$ cat src/rtl/exception_controller_if.sv
// Signal bundle between exception_controller and the CPU control unit, IRQ sources and CP0.
// master: CPU/interrupt side that drives the requests; slave: the exception controller.
interface exception_controller_if #(
  parameter int unsigned N_IRQ = 4
);
  logic [N_IRQ-1:0] irq;
  logic [N_IRQ-1:0] irq_mask;
  logic             exc_ri;
  logic             exc_ovf;
  logic             exc_syscall;
  logic             eret;
  logic             inst_boundary;
  logic [31:0]      epc_i;
  logic             epc_write;
  logic             cause_write;
  logic [1:0]       int_cause;
  logic             pc_load;
  logic [31:0]      pc_target;
  logic [N_IRQ-1:0] irq_ack;
  logic             stall;
  logic             in_handler;
  logic             double_fault;

  modport master (
    output irq, irq_mask, exc_ri, exc_ovf, exc_syscall, eret, inst_boundary, epc_i,
    input  epc_write, cause_write, int_cause, pc_load, pc_target, irq_ack, stall,
           in_handler, double_fault
  );

  modport slave (
    input  irq, irq_mask, exc_ri, exc_ovf, exc_syscall, eret, inst_boundary, epc_i,
    output epc_write, cause_write, int_cause, pc_load, pc_target, irq_ack, stall,
           in_handler, double_fault
  );
endinterface

$ cat src/rtl/exception_controller.sv
// CP0 exception/interrupt sequencer: arbitrates traps, strobes EPC/Cause, redirects the PC.
// Define EXC_IRQ_EDGE_EN for edge-triggered, latched IRQ pending bits (default: level-sensitive).
module exception_controller #(
  parameter int unsigned N_IRQ       = 4,
  parameter logic [31:0] TRAP_VECTOR = 32'h0000_0180
) (
  input logic                  clk,
  input logic                  rst_n,
  exception_controller_if.slave bus
);
  localparam int unsigned IW = (N_IRQ > 1) ? $clog2(N_IRQ) : 1;

  typedef enum logic [2:0] {
    S_IDLE,
    S_SAVE,
    S_VECTOR,
    S_HANDLER,
    S_RETURN
  } state_e;

  state_e           state_q, state_d;
  logic [1:0]       code_q, code_d;
  logic [IW-1:0]    idx_q, idx_d;
  logic             is_irq_q, is_irq_d;
  logic             df_q, df_d;
  logic [31:0]      epc_q, epc_d;

  logic [N_IRQ-1:0] pending;
  logic [N_IRQ-1:0] eligible;
  logic [N_IRQ-1:0] ack;
  logic [IW-1:0]    irq_idx;
  logic             sync_exc;
  logic [1:0]       sync_code;

  always_comb begin
    ack = '0;
    if (state_q == S_VECTOR && is_irq_q) begin
      for (int unsigned i = 0; i < N_IRQ; i++) begin
        ack[i] = (idx_q == IW'(i));
      end
    end
  end

`ifdef EXC_IRQ_EDGE_EN
  logic [N_IRQ-1:0] irq_q;
  logic [N_IRQ-1:0] pend_q, pend_d;

  // A new rising edge in the ack cycle must survive, so set is OR-ed after the clear.
  always_comb pend_d = (pend_q & ~ack) | (bus.irq & ~irq_q);
  always_comb pending = pend_q;

  always_ff @(posedge clk or negedge rst_n) begin
    if (!rst_n) begin
      irq_q  <= '0;
      pend_q <= '0;
    end else begin
      irq_q  <= bus.irq;
      pend_q <= pend_d;
    end
  end
`else
  always_comb pending = bus.irq;
`endif

  always_comb begin
    eligible  = pending & bus.irq_mask;
    sync_exc  = bus.exc_ri | bus.exc_ovf | bus.exc_syscall;
    sync_code = bus.exc_ri ? 2'd3 : (bus.exc_ovf ? 2'd2 : 2'd1);
    irq_idx   = '0;
    // Scan downwards so the lowest-numbered eligible line wins.
    for (int unsigned i = N_IRQ; i > 0; i--) begin
      if (eligible[i-1]) irq_idx = IW'(i - 1);
    end
  end

  always_comb begin
    state_d  = state_q;
    code_d   = code_q;
    idx_d    = idx_q;
    is_irq_d = is_irq_q;
    df_d     = df_q;
    epc_d    = epc_q;
    unique case (state_q)
      S_IDLE: begin
        if (sync_exc) begin
          state_d  = S_SAVE;
          code_d   = sync_code;
          is_irq_d = 1'b0;
        end else if (bus.inst_boundary && (|eligible)) begin
          state_d  = S_SAVE;
          code_d   = 2'd0;
          is_irq_d = 1'b1;
          idx_d    = irq_idx;
        end
      end
      S_SAVE:   state_d = S_VECTOR;
      S_VECTOR: state_d = S_HANDLER;
      S_HANDLER: begin
        if (sync_exc) df_d = 1'b1;
        if (bus.eret) begin
          state_d = S_RETURN;
          epc_d   = bus.epc_i;
        end
      end
      S_RETURN: state_d = S_IDLE;
      default:  state_d = S_IDLE;
    endcase
  end

  always_ff @(posedge clk or negedge rst_n) begin
    if (!rst_n) begin
      state_q  <= S_IDLE;
      code_q   <= '0;
      idx_q    <= '0;
      is_irq_q <= 1'b0;
      df_q     <= 1'b0;
      epc_q    <= '0;
    end else begin
      state_q  <= state_d;
      code_q   <= code_d;
      idx_q    <= idx_d;
      is_irq_q <= is_irq_d;
      df_q     <= df_d;
      epc_q    <= epc_d;
    end
  end

  always_comb begin
    bus.epc_write    = (state_q == S_SAVE);
    bus.cause_write  = (state_q == S_SAVE);
    bus.int_cause    = code_q;
    bus.pc_load      = (state_q == S_VECTOR) || (state_q == S_RETURN);
    bus.pc_target    = '0;
    bus.irq_ack      = ack;
    bus.stall        = (state_q == S_SAVE) || (state_q == S_VECTOR) || (state_q == S_RETURN);
    bus.in_handler   = (state_q == S_HANDLER);
    bus.double_fault = df_q;
    if (state_q == S_VECTOR) bus.pc_target = TRAP_VECTOR;
    if (state_q == S_RETURN) bus.pc_target = epc_q;
  end
endmodule

$ cat src/flat_wrapper.sv
// flat-port wrapper written by rule: the top's interface ports become plain ports
module exception_controller_flat 
#(
  parameter int unsigned N_IRQ       = 4,
  parameter logic [31:0] TRAP_VECTOR = 32'h0000_0180
)
  (clk, rst_n, bus_irq, bus_irq_mask, bus_exc_ri, bus_exc_ovf, bus_exc_syscall, bus_eret, bus_inst_boundary, bus_epc_i, bus_epc_write, bus_cause_write, bus_int_cause, bus_pc_load, bus_pc_target, bus_irq_ack, bus_stall, bus_in_handler, bus_double_fault);
  exception_controller_if #(.N_IRQ(N_IRQ)) bus_i ();
  input logic clk;
  input logic rst_n;
  input wire logic [$bits(bus_i.irq)-1:0] bus_irq;
  input wire logic [$bits(bus_i.irq_mask)-1:0] bus_irq_mask;
  input wire logic [$bits(bus_i.exc_ri)-1:0] bus_exc_ri;
  input wire logic [$bits(bus_i.exc_ovf)-1:0] bus_exc_ovf;
  input wire logic [$bits(bus_i.exc_syscall)-1:0] bus_exc_syscall;
  input wire logic [$bits(bus_i.eret)-1:0] bus_eret;
  input wire logic [$bits(bus_i.inst_boundary)-1:0] bus_inst_boundary;
  input wire logic [$bits(bus_i.epc_i)-1:0] bus_epc_i;
  output wire logic [$bits(bus_i.epc_write)-1:0] bus_epc_write;
  output wire logic [$bits(bus_i.cause_write)-1:0] bus_cause_write;
  output wire logic [$bits(bus_i.int_cause)-1:0] bus_int_cause;
  output wire logic [$bits(bus_i.pc_load)-1:0] bus_pc_load;
  output wire logic [$bits(bus_i.pc_target)-1:0] bus_pc_target;
  output wire logic [$bits(bus_i.irq_ack)-1:0] bus_irq_ack;
  output wire logic [$bits(bus_i.stall)-1:0] bus_stall;
  output wire logic [$bits(bus_i.in_handler)-1:0] bus_in_handler;
  output wire logic [$bits(bus_i.double_fault)-1:0] bus_double_fault;
  assign bus_i.irq = bus_irq;
  assign bus_i.irq_mask = bus_irq_mask;
  assign bus_i.exc_ri = bus_exc_ri;
  assign bus_i.exc_ovf = bus_exc_ovf;
  assign bus_i.exc_syscall = bus_exc_syscall;
  assign bus_i.eret = bus_eret;
  assign bus_i.inst_boundary = bus_inst_boundary;
  assign bus_i.epc_i = bus_epc_i;
  assign bus_epc_write = bus_i.epc_write;
  assign bus_cause_write = bus_i.cause_write;
  assign bus_int_cause = bus_i.int_cause;
  assign bus_pc_load = bus_i.pc_load;
  assign bus_pc_target = bus_i.pc_target;
  assign bus_irq_ack = bus_i.irq_ack;
  assign bus_stall = bus_i.stall;
  assign bus_in_handler = bus_i.in_handler;
  assign bus_double_fault = bus_i.double_fault;
  exception_controller #(.N_IRQ(N_IRQ), .TRAP_VECTOR(TRAP_VECTOR)) u_core (.clk(clk), .rst_n(rst_n), .bus(bus_i));
endmodule
$ cat config.mk
export PLATFORM = sky130hd
export DESIGN_NAME = exception_controller_flat
export DESIGN_NICKNAME = d
export VERILOG_FILES = /design/src/rtl/exception_controller_if.sv /design/src/rtl/exception_controller.sv /design/src/flat_wrapper.sv
export SDC_FILE = /design/constraint.sdc
export NUM_CORES = 1
export LEC_CHECK = 0
export CORE_MARGIN = 2
export CORE_UTILIZATION = 45
export CTS_CLUSTER_SIZE = 30
export DETAILED_ROUTE_END_ITERATION = 8
export GPL_TIMING_DRIVEN = 0
export PLACE_DENSITY = 0.95
export SYNTH_ARGS = -nofsm -noshare
export SYNTH_HDL_FRONTEND = slang
export SYNTH_SLANG_ARGS = --single-unit
$ cat constraint.sdc
create_clock -name clk -period 4.4 [get_ports clk]
set_clock_uncertainty 0.1 [all_clocks]
set_input_delay 0.66 -clock clk [delete_from_list [all_inputs] [get_ports clk]]
set_output_delay 0.66 -clock clk [all_outputs]
set_load 0.1 [all_outputs]
==> impl_results.md <==
* Largest net degree at the start of global routing at between 40 and 50
* Num Clock Sinks at about 40
* Asr flop ratio synth at 1.00
* Prevailing post-synth register cell: dfrtp_1
* CP Data Arrival Time at 3.01 ns
* Row count at 24
* First-pass GRT wire length at around 7400 um
* Worst Path Buf+Inv at 3
* Power Dens Cells at approximately 680 nW/um^2
* Clock latency on the worst-skew pair at around 0.29 ns
* Detailed Route Iter0 Violations at 38
* Net Count, Synth at between 200 and 250
* Critical path's slowest cell: clkdlybuf4s50_1
* Max incr delay on CP at between 1 and 1.5 ns
* Post-synthesis sequential area ratio at 0.497
* Fmax achieved at around 0.27 GHz
* #FFs+latches synth at between 40 and 50
* Max VDD drop at 0.540 mV
* Leakage at between 0.001 and 0.0015 uW
* Number of remaining DRC errors at 0
* Port Buffers at 90
* DP HPWL at 3410 um
* Setup TNS at 0 ns
* # resized after CTS at 0
* Max-slew violation count at 0
* Crit path cell chain: clkbuf_1 -> nor3b_1 -> clkbuf_1 -> and2_1 -> clkdlybuf4s50_1
* Crit path from: u_core.state_q[0]
* Boundary Pins at 91
* Initial core utilization at 0.471
* R2r worst-path depth at 5
* Worst slack, placed at 0.973 ns
* Worst setup EP type: primary output
* Cells after DPL at about 300
* Fin crit share at 0.856
* Final Routed Wirelength at ~4500 um
* CTS clk-pin slew, worst paths at around 0.09 ns
* Nets@finish at 305
* Drt pass-1 iters at 4
* Vias/cell at slightly below 5
* Run status: finished, final reports clean
* R2R Setup Slk at about 2.5 ns
* Count of final setup violators at 0
* Fin. Hold Viols at 0
* Via Count at 1518
* Number of synthesized flops with an enable pin at 0
* CTS buffer count at 5
* RSZ-0062 raised after global routing: false
* Die Area at around 5100 sq um
* Hold Buf Count CTS at 0
* P&R area growth vs syn at 51.4%
* Crit path launch type: flop
* Vias in the first global route at about 1600
* Bufs on Longest Clock Path at 2
* Tightest Pin Transition at 0.998 ns
* Initial antenna violation count at 0
* Share of cells above drive strength 1 at 0.205
* Die Span Y at between 70 and 80 um
* Final min period at 3.77 ns
* Reg2Reg Capture Point: u_core.idx_q[0]
* Finished Layout Cells at a little over 300
* Ys Warns at 0
* Syn Area/Cell at 12.8 sq um
* Reg2Reg Launch Point: u_core.state_q[1]
* Most used cell, CP: clkbuf_1
* Synthesized area at between 2000 and 2500 sq um
* DIE WIDTH at 71.7 um
* CTS H-tree depth at 2
* Antenna Cells at 0
* GRT Residual Overflow at 0
* Final setup margin at roughly 0.63 ns
* CP Class: reg2out
* Crit Path Max Fanout at 10
* Req. time, crit path at roughly 3.6 ns
* Setup bufs post-CTS at 0
* Hold Path Class: in2async
* TritonCTS clock tree: built
* MaxCap Viol Count at 0
* GR Util All Layers at 0.186
* Mapped Cells at roughly 160
* Gpl congestion at 0.763
* Library cells used by synthesis at 38
* ANT nets after route at 0
* Cell family with most CP delay: buffers and inverters
* CTS root buffer: clkbuf_8
* Core area at 4380 sq um
* WL per Instance at approximately 15 um
* Max-slew headroom at 0.332
[per-layer routing]
| metal | wire length (um) | track usage | vias up |
|---|---|---|---|
| li1 | - | - | 746 |
| met3 | 223 | 0.0394 | 4 |
| met5 | 0 | 0 | - |
| met1 | 1840 | 0.217 | 719 |
| met2 | 2420 | 0.343 | 49 |
| met4 | 44 | 0.0566 | 0 |
[registers in the layout (all words and copies together) (netlist names)]
register,count
u_core.epc_q,32
u_core.state_q,3
u_core.bus.int_cause,2
u_core.idx_q,2
u_core.bus.double_fault,1
u_core.is_irq_q,1
[power breakdown]
part | internal, uW | switching, uW
clock network | 114 | 138
registers | 558 | 100
logic | 492 | 719
[placed cells by master (no fill, tap or decap), types with 3 or more instances in the layout]
cell             netlist  final
mux2_4                29     29
a21oi_1                3      3
nor2_1                 5      5
clkbuf_1               4      4
clkdlybuf4s50_1        0     89
clkbuf_8               0      5
buf_6                  4      4
nand2_1                5      5
and2_1                30     30
dfrtp_1               41     41
mux2_2                 3      3
[layout make-up]
class,instances,area [sq um]
multi-input combinational,108,963
clock buffer,5,68.8
sequential,41,1030
tap,52,65.1
timing repair buffer,90,896
clock inverter,3,25.0
inverter,3,11.3
fill,315,1260
buffer,9,67.6
[synth_stat cells, types with 2 or more instances]
library cell   n  share of area
mux2_4        29           0.21
nor3_1         2         0.0049
a21oi_1        3         0.0073
and2_1        30          0.091
dfrtp_1       41           0.50
nor3b_1        3          0.011
and3b_1        2         0.0085
mux2_2         3          0.016
o21bai_1       2         0.0073
nand2_1        5         0.0091
a22o_1         2         0.0085
buf_6          4          0.022
clkbuf_1       4         0.0073
inv_1          2         0.0036
o21ai_0        2         0.0049
nor2_1         5         0.0091
[kinds of logic after synthesis]
logic type,synth area share
AO/OA/AOI/OAI,0.0540
buffers and inverters,0.0382
flip-flops,0.497
multiplexers,0.238
AND/OR/NAND/NOR,0.173
[through the flow]
| stage | total power [uW] | hold slack (ns) | instance area [sq um] | util |
|---|---|---|---|---|
| 2_1_floorplan | 1620 | 0.264 | 2070 | - |
| 3_3_place_gp | 1850 | 0.365 | 3030 | 0.692 |
| 3_5_place_dp | 1880 | 0.381 | 3030 | 0.691 |
| 4_1_cts | 2140 | 0.403 | 3120 | 0.712 |
| 5_1_grt | 2230 | 0.420 | 3120 | 0.712 |
| 6_report | 2120 | 0.382 | 3120 | 0.712 |
[worst max-delay path by stage]
stage | cells after the start | slack, ns | to
after floorplan | 3 | 0.61 | bus_irq_ack[0]
after global placement | 5 | 0.97 | bus_pc_target[17]
after detailed placement | 5 | 0.97 | bus_pc_target[0]
after CTS | 5 | 0.64 | bus_pc_target[0]
after global routing | 5 | 0.44 | bus_pc_target[11]
final | 5 | 0.63 | bus_pc_target[13]
No activity file was read; power rests on OpenSTA's default activity.
